## config.mk

```make
export PLATFORM = sky130hd
export DESIGN_NAME = caf_freq_step_gen
export DESIGN_NICKNAME = d
export VERILOG_FILES = /design/src/rtl/caf_pkg.sv /design/src/rtl/caf_step_offset.sv /design/src/rtl/caf_freq_step_gen.sv
export SDC_FILE = /design/constraint.sdc
export NUM_CORES = 1
export LEC_CHECK = 0
export ABC_AREA = 1
export CAP_MARGIN = 20
export CELL_PAD_IN_SITES_DETAIL_PLACEMENT = 1
export CELL_PAD_IN_SITES_GLOBAL_PLACEMENT = 1
export CORE_MARGIN = 8
export CORE_UTILIZATION = 40
export DETAILED_ROUTE_END_ITERATION = 16
export HOLD_SLACK_MARGIN = 0.02
export PLACE_DENSITY = 0.78
export SLEW_MARGIN = 20
export SYNTH_ARGS = -nofsm -noshare
export SYNTH_HDL_FRONTEND = slang
export SYNTH_SLANG_ARGS = --single-unit
```

## constraint.sdc

```tcl
create_clock -name clk -period 4.6 [get_ports clk]
set_clock_uncertainty 0.1 [all_clocks]
set_input_delay 0.92 -clock clk [delete_from_list [all_inputs] [get_ports clk]]
set_output_delay 0.92 -clock clk [all_outputs]
set_load 0.005 [all_outputs]
```

## src/rtl/caf_pkg.sv

```systemverilog
// Shared state encodings, default widths and the FOA centring helper for the CAF step generator.
package caf_pkg;

  typedef logic [1:0] caf_state_t;

  localparam caf_state_t IDLE  = 2'd0;
  localparam caf_state_t LOAD  = 2'd1;
  localparam caf_state_t SERVE = 2'd2;
  localparam caf_state_t DONE  = 2'd3;

  localparam int unsigned CAF_PHASE_BITS        = 10;
  localparam int unsigned CAF_FOAS_COUNTER_BITS = 3;

  // Index of the zero offset; even foas counts put the extra step on the positive side.
  function automatic int unsigned center_of(input int unsigned foas);
    return (foas > 0) ? (foas - 1) / 2 : 0;
  endfunction

endpackage

```

## src/rtl/caf_step_offset.sv

```systemverilog
// Maps step index k and step size to a signed frequency offset (magnitude + sign).
// Optional macro CAF_STEP_SAT_EN: saturate oversized magnitudes instead of wrapping.
module caf_step_offset
  import caf_pkg::*;
#(
  parameter int unsigned phase_bits        = CAF_PHASE_BITS,
  parameter int unsigned foas              = 3,
  parameter int unsigned foas_counter_bits = CAF_FOAS_COUNTER_BITS
) (
  input  logic [foas_counter_bits-1:0] k,
  input  logic [phase_bits-1:0]        step_size,
  output logic [phase_bits-1:0]        freq_step,
  output logic                         neg_shift,
  output logic                         ovf_hit
);

  localparam int unsigned prod_bits = phase_bits + foas_counter_bits;
  localparam logic [foas_counter_bits-1:0] center = foas_counter_bits'(center_of(foas));

  logic                         neg;
  logic [foas_counter_bits-1:0] mag;
  logic [prod_bits-1:0]         prod;

  always_comb begin
    neg  = (k < center);
    mag  = neg ? (center - k) : (k - center);
    prod = prod_bits'(mag) * prod_bits'(step_size);
`ifdef CAF_STEP_SAT_EN
    ovf_hit   = |prod[prod_bits-1:phase_bits];
    freq_step = ovf_hit ? '1 : prod[phase_bits-1:0];
`else
    ovf_hit   = 1'b0;
    freq_step = prod[phase_bits-1:0];
`endif
    // A zero magnitude is never reported as a negative shift.
    neg_shift = neg && (freq_step != '0);
  end

endmodule

```

## src/rtl/caf_freq_step_gen.sv

```systemverilog
// Emits foas centred frequency-offset steps per start pulse over a valid/ready handshake.
// Optional macro CAF_STEP_SAT_EN: saturating magnitudes with a sticky ovf flag.
module caf_freq_step_gen
  import caf_pkg::*;
#(
  parameter int unsigned phase_bits        = CAF_PHASE_BITS,
  parameter int unsigned foas              = 3,
  parameter int unsigned foas_counter_bits = CAF_FOAS_COUNTER_BITS
) (
  input  logic                         clk,
  input  logic                         rst,
  input  logic                         start,
  input  logic [phase_bits-1:0]        step_size,
  output logic                         busy,
  output logic [phase_bits-1:0]        freq_step,
  output logic                         neg_shift,
  output logic                         freq_step_valid,
  input  logic                         freq_step_tready,
  output logic [foas_counter_bits-1:0] freq_step_index,
  output logic                         freq_step_last,
  output logic                         done,
  output logic                         ovf
);

  localparam logic [foas_counter_bits-1:0] last_idx = foas_counter_bits'(foas - 1);

  caf_state_t                   state_q, state_d;
  logic [foas_counter_bits-1:0] k_q, k_d, k_sel;
  logic [phase_bits-1:0]        step_q, step_d;
  logic [phase_bits-1:0]        freq_step_q, freq_step_d;
  logic                         neg_q, neg_d;
  logic                         valid_q, valid_d;
  logic                         last_q, last_d;
  logic                         busy_q, busy_d;
  logic                         done_q, done_d;
  logic                         ovf_q, ovf_d;

  logic [phase_bits-1:0] off_step;
  logic                  off_neg;
  logic                  off_ovf;
  logic                  transfer;

  caf_step_offset #(
    .phase_bits        (phase_bits),
    .foas              (foas),
    .foas_counter_bits (foas_counter_bits)
  ) u_offset (
    .k         (k_sel),
    .step_size (step_q),
    .freq_step (off_step),
    .neg_shift (off_neg),
    .ovf_hit   (off_ovf)
  );

  assign transfer = valid_q && freq_step_tready;

  always_comb begin
    state_d     = state_q;
    k_d         = k_q;
    k_sel       = k_q;
    step_d      = step_q;
    freq_step_d = freq_step_q;
    neg_d       = neg_q;
    valid_d     = valid_q;
    last_d      = last_q;
    busy_d      = busy_q;
    done_d      = 1'b0;
    ovf_d       = ovf_q;
    case (state_q)
      IDLE: begin
        if (start) begin
          step_d  = step_size;
          ovf_d   = 1'b0;
          busy_d  = 1'b1;
          state_d = LOAD;
        end
      end
      LOAD: begin
        k_sel       = '0;
        k_d         = '0;
        freq_step_d = off_step;
        neg_d       = off_neg;
        ovf_d       = ovf_q | off_ovf;
        valid_d     = 1'b1;
        last_d      = (last_idx == '0);
        busy_d      = 1'b1;
        state_d     = SERVE;
      end
      SERVE: begin
        if (transfer) begin
          if (k_q == last_idx) begin
            valid_d = 1'b0;
            last_d  = 1'b0;
            busy_d  = 1'b0;
            done_d  = 1'b1;
            state_d = DONE;
          end else begin
            // Present the next entry straight away so ready-held streams run at one step/cycle.
            k_sel       = k_q + 1'b1;
            k_d         = k_sel;
            freq_step_d = off_step;
            neg_d       = off_neg;
            ovf_d       = ovf_q | off_ovf;
            last_d      = (k_sel == last_idx);
          end
        end
      end
      DONE: begin
        state_d = IDLE;
      end
      default: begin
        state_d = IDLE;
      end
    endcase
  end

  always_ff @(posedge clk or posedge rst) begin
    if (rst) begin
      state_q     <= IDLE;
      k_q         <= '0;
      step_q      <= '0;
      freq_step_q <= '0;
      neg_q       <= 1'b0;
      valid_q     <= 1'b0;
      last_q      <= 1'b0;
      busy_q      <= 1'b0;
      done_q      <= 1'b0;
      ovf_q       <= 1'b0;
    end else begin
      state_q     <= state_d;
      k_q         <= k_d;
      step_q      <= step_d;
      freq_step_q <= freq_step_d;
      neg_q       <= neg_d;
      valid_q     <= valid_d;
      last_q      <= last_d;
      busy_q      <= busy_d;
      done_q      <= done_d;
      ovf_q       <= ovf_d;
    end
  end

  assign busy            = busy_q;
  assign freq_step       = freq_step_q;
  assign neg_shift       = neg_q;
  assign freq_step_valid = valid_q;
  assign freq_step_index = k_q;
  assign freq_step_last  = last_q;
  assign done            = done_q;
  assign ovf             = ovf_q;

endmodule

```

* Yosys cells after proc, flatten, opt, wreduce, memory -nomap -nowiden
Cells that the tools add are included.
Storage, ports and cells: bits in registers 30, output and inout bits 19, bits of input ports 14, logic and storage cells 60
Cells by class: equal/unequal tests 9, add/sub/neg operators 3, reductions and logical operators 12, order comparisons 1, muxes and demuxes 25, multipliers 1
Operators with widths (number):
- $mux 10 | 2
- $pmux 10 s2 | 1
- $mul 3x10->10 | 1
- $mux 1 | 10
- $reduce_bool 10->1 | 1
- $mux 3 | 3
- $reduce_and 3->1 | 3
- $ne 2x2->1 const B | 4
- $pmux 2 s4 | 1
- $eq 3x2->1 const B | 2
- $mux 2 | 3
- $pmux 1 s2 | 3
- $pmux 3 s2 | 1
- $eq 2x2->1 const B | 2
- $reduce_and 2->1 | 2
- $reduce_and 4->1 | 1
- $add 3x1->3 const B | 1
- $lt 3x1->1 const B | 1
- $pmux 1 s3 | 1
- $reduce_bool 3->1 | 1
- $sub 1x3->3 const A | 1
- $sub 3x1->3 const B | 1
- $eq 2x1->1 const B | 1
- $logic_and 1x1->1 | 2
- 2 further kinds | 2

* Longest topological paths before layout
word-level depth 12, gate-level depth with buffers 29, gate-level depth less buffers 29

* Modules after synthesis
A second synthesis with hierarchy kept.
Second synthesis, totals: cells, all modules 306, area total of the unflattened synthesis 2418.6 um^2
Modules (own cells, without submodules):
- caf_freq_step_gen | seq. area each 775.7 um^2, cells an instance 155, area an instance 1506.4 um^2, times used 1
- caf_step_offset | seq. area each 0.0 um^2, cells an instance 151, area an instance 912.1 um^2, times used 1

* Worst setup path before layout
Ideal clock, no wire load.
path type input to register, start input freq_step_tready, end register neg_q, in the netlist neg_shift, data arrival time 4088 ps, library setup time 116 ps, buffers on the path 1, required time 4384 ps, cell stages on the path 25, path slack 296 ps, cells stage by stage nand2_2 inv_1 nand3_1 nand2_1 nand3_1 clkbuf_1 ha_1 nand3b_1 nand2_1 nand2_2 nand2_1 nor2_1 fa_1 ha_1 inv_1 fa_1 o21ai_0 a21oi_1 nor2_1 nor2_1 xnor2_1 nor2_1 nand2_1 nand2_1 nand2_1
On the way: longest elaborated chain between the ends 11
RTL lines:
- start: declaration | RTL line caf_freq_step_gen.sv:18 | input logic freq_step_tready,
- $logic_and 1x1->1 (*) | RTL line caf_freq_step_gen.sv:55 | assign transfer = valid_q && freq_step_tready;
- $mux 3
- $pmux 3 s2 | RTL line caf_freq_step_gen.sv:69 | case (state_q)
- $sub 3x1->3 (tied with other cells) | RTL line caf_step_offset.sv:26 | mag = neg ? (center - k) : (k - center);
- $mux 3 | RTL line caf_step_offset.sv:26
- $mul 3x10->10 | RTL line caf_step_offset.sv:27 | prod = prod_bits'(mag) * prod_bits'(step_size);
- $reduce_bool 10->1 | RTL line caf_step_offset.sv:36 | neg_shift = neg && (freq_step != '0);
- $logic_and 1x1->1 | RTL line caf_step_offset.sv:36
- $mux 1 | RTL line caf_freq_step_gen.sv:91 | if (k_q == last_idx) begin
- $mux 1 | RTL line caf_freq_step_gen.sv:90 | if (transfer) begin
- $pmux 1 s2 | RTL line caf_freq_step_gen.sv:69
- end signal: assignment | RTL line caf_freq_step_gen.sv:134 | neg_q <= neg_d;
- end: declaration | RTL line caf_freq_step_gen.sv:31 | logic neg_q, neg_d;
Mark *: on every way between the ends. The rest lies on a longest branch, timed or not. The select of a mux whose other input is x is not followed. A chain may end at the register's enable or synchronous reset.

* Worst setup path after layout
start register state_q[0], end register neg_q, in the netlist neg_shift
On the way: longest elaborated chain between the ends 10
RTL lines:
- start: declaration | RTL line caf_freq_step_gen.sv:27 | caf_state_t state_q, state_d;
- start signal: assignment | RTL line caf_freq_step_gen.sv:130 | state_q <= state_d;
- $eq 2x2->1 / $eq 2x1->1 (equally long branches)
- $pmux 3 s2 (*) | RTL line caf_freq_step_gen.sv:69
- net k_d[2] | RTL line caf_freq_step_gen.sv:28 | logic [foas_counter_bits-1:0] k_q, k_d, k_sel;
- $sub 3x1->3 (tied with other cells) | RTL line caf_step_offset.sv:26
- $mux 3 | RTL line caf_step_offset.sv:26
- $mul 3x10->10 | RTL line caf_step_offset.sv:27
- $reduce_bool 10->1 | RTL line caf_step_offset.sv:36
- $logic_and 1x1->1 (*) | RTL line caf_step_offset.sv:36
- $mux 1 | RTL line caf_freq_step_gen.sv:91
- $mux 1 | RTL line caf_freq_step_gen.sv:90
- $pmux 1 s2 (*) | RTL line caf_freq_step_gen.sv:69
Mark *: on every way through the listed nets, which the timed path passes. The rest lies on a longest branch. The select of a mux whose other input is x is not followed.

==> key figures <==
Outcome
  • Status: complete, no violations

Drt
  • Final WL: 6.678 mm
  • Routed Antenna Nets: 0
  • Via density: 4.990
  • DR vias: 2,026
  • WL per Instance: 16.45 um
  • Number of DRC markers in iteration 0: 31
  • DRT Pass-1 Iters: 4
  • Residual DRC count: 0

Worst setup path
  • CP required: 4680 ps
  • Crit path max fanout: 6
  • Startpoint types: register
  • Data arrival, critical path: 4370 ps
  • Setup Crit Path Kind: register to register
  • Critical Path End Type: register

Placement
  • Dpl ws: -286.8 ps
  • Placed cell areas: 2719 um2
  • PortBufs: 31
  • Placer Congestion: 0.8113
  • Dpl hpwl: 4.320 mm

Timing
  • Max frequency: 233.2 MHz
  • Min Tclk post-route: 4289 ps
  • Slew headroom: 62.21%
  • Setup ws final: 311.4 ps
  • Slew Viols, Final: 0
  • RSZ-0062 raised after global routing: false
  • Final setup violation count: 0
  • Period utilization: 93.23%
  • Worst-Margin Slew: 565.2 ps
  • Final hold violation count: 0

Finish
  • Most common cell after layout, fill and taps aside: nand2_1
  • Layout cell share with drive strength beyond 1: 30.06%
  • Util after Layout: 59.76%
  • Multi-input gate area: 1388 um2
  • NumNets Final: 374
  • N_diodes: 0
  • Post-route design area: 3072 um2
  • Fillcell total: 637
  • Sequential Area: 750.7 um2
  • Most frequent cells in the layout: 66 x nand2_1, 39 x inv_1, 33 x buf_4
  • Area growth, synth to finish: 43.23%

Synth
  • Sequential area share after synthesis: 35.01%
  • Syn Std Cell Area: 2145 um2
  • Synth Instances: 267
  • Mapped Nets: 306
  • Avg Cell Area, Syn: 8.032 um2
  • Post-synth cell types: 32
  • Yosys warnings: 0
  • FF+latch count, synth: 30

Floorplan
  • Die height: 89.22 um
  • Die Wd: 89.22 um
  • # IOs: 33
  • Initial Util: 41.72%
  • # rows: 26
  • Die area: 7960 um2
  • Core ar.: 5140 um2

Flow run
  • Number of max-cap violations: 0

Clocking
  • Clk buf depth: 2
  • CTS root buffer: clkbuf_8
  • CTS clk-pin slew, worst paths: 70 ps
  • CTS Hold Bufs: 0
  • Later-pin clock latency in the skew report: 280 ps
  • H-Tree Depth: 2
  • CTS tree: yes
  • CTS buffer count: 5
  • TritonCTS Sinks: 30

Global route
  • Vias in the first global route: 2,066
  • GRT Overall Usage: 14.94%
  • Initial antenna violation count: 0
  • Gr ovfl total: 0
  • Pin count of the biggest net entering global routing: 31
  • First-pass GRT wire length: 9.252 mm

Worst hold path
  • Worst hold path class: register to register
-- layer usage --
metal / routed length (um) / track usage [%]
met5: 0 / 0
met4: 215 / 4.532
met3: 333 / 3.309
met2: 3390 / 26.26
met1: 2738 / 17.61
-- registers in the layout (all words and copies together), names as in the netlist --
name and cells:
neg_shift 1, busy 1, freq_step_index 3, freq_step 10
freq_step_last 1, step_q 10, freq_step_valid 1, state_q 2
done 1
-- cell usage after synthesis, drive strengths merged --
| cell | number | area share [%] |
|---|---|---|
| a21oi | 9 | 2.1 |
| a22oi | 1 | 0.35 |
| a31oi | 2 | 0.58 |
| buf | 1 | 0.35 |
| clkbuf | 3 | 0.53 |
| clkinv | 1 | 0.17 |
| conb | 1 | 0.17 |
| dfrtp | 30 | 35 |
| fa | 8 | 7.5 |
| ha | 17 | 9.9 |
| inv | 47 | 8.2 |
| mux2 | 8 | 4.2 |
| nand2 | 82 | 16 |
| nand3 | 13 | 3.3 |
| nand3b | 1 | 0.35 |
| nand4 | 4 | 1.5 |
| nor2 | 21 | 4.1 |
| nor3 | 3 | 0.70 |
| o21ai | 7 | 1.6 |
| o221ai | 1 | 0.41 |
| o22ai | 1 | 0.29 |
| or2 | 1 | 0.29 |
| xnor2 | 3 | 1.2 |
| xor2 | 2 | 0.82 |
-- logic make-up (layout without fill, tap and decap cells) --
family / count (synthesis) / count (layout) / synth area share (%)
buffers and inverters: 52 / 121 / 9.277
other: 1 / 1 / 0.1749
AND/OR/NAND/NOR: 125 / 125 / 26.55
AO/OA/AOI/OAI: 21 / 21 / 5.368
XOR/XNOR: 5 / 5 / 2.042
flip-flops: 30 / 30 / 35.01
adder cells (fa/ha/maj): 25 / 25 / 17.39
multiplexers: 8 / 8 / 4.201
-- metrics by stage --
step                      std cells  hold WS, ps  setup TNS [ps]
after global placement          390        365.3          -364.7
after detailed placement        390        366.5          -786.5
after global routing            406        415.5               0
after CTS                       398        383.2               0
after floorplan                 267        372.4               0
final                           406        379.4               0
-- what timing repair did --
action	in CTS	in global routing
pin swaps	0	33
buffers inserted	0	8
setup endpoints to repair	1	4
gates resized for setup	1	49
-- final cells by class --
class	count	share of cell area, %
clock inverters	1	0.1629
clock buffers	7	2.811
repair buffers	65	18.62
multi-input cells	185	45.17
inverters	48	5.947
flip-flops and latches	30	24.44
well taps	70	2.851
-- critical path, stage by stage (launching register included) --
cell      delay, ps
dfrtp_1         380
inv_1            90
ha_1            420
nand2_1         110
clkinv_1         90
nand3_2         120
nand2_4          50
inv_1            90
ha_4            140
nand4_4          90
nand2_4         110
inv_1            70
nor2_4          250
buf_6           140
nand2_1          80
fa_1            550
inv_1            80
ha_4            260
a21oi_2         160
o21ai_1         100
a31oi_2         180
inv_1            70
nand3_1         120
nand3_1          90
nand2_1          90
nand2_1          50
nand2_1          50
nand2_1          50
-- final timing paths --
path	to	cells after the start	from	slack (ps)
worst max-delay path	neg_shift	27	state_q[0]	310
worst min-delay path	freq_step[4]	2	freq_step[4]	380
worst max register to register	neg_shift	27	state_q[0]	310
worst min register to register	freq_step[4]	2	freq_step[4]	380
max in group asynchronous	freq_step_index[2]	3	rst	3190
min in group asynchronous	busy	3	rst	930
Power is left out: the tool's default activity adds up to more than one toggle a clock period on the data nets, which glitch-free logic cannot reach.
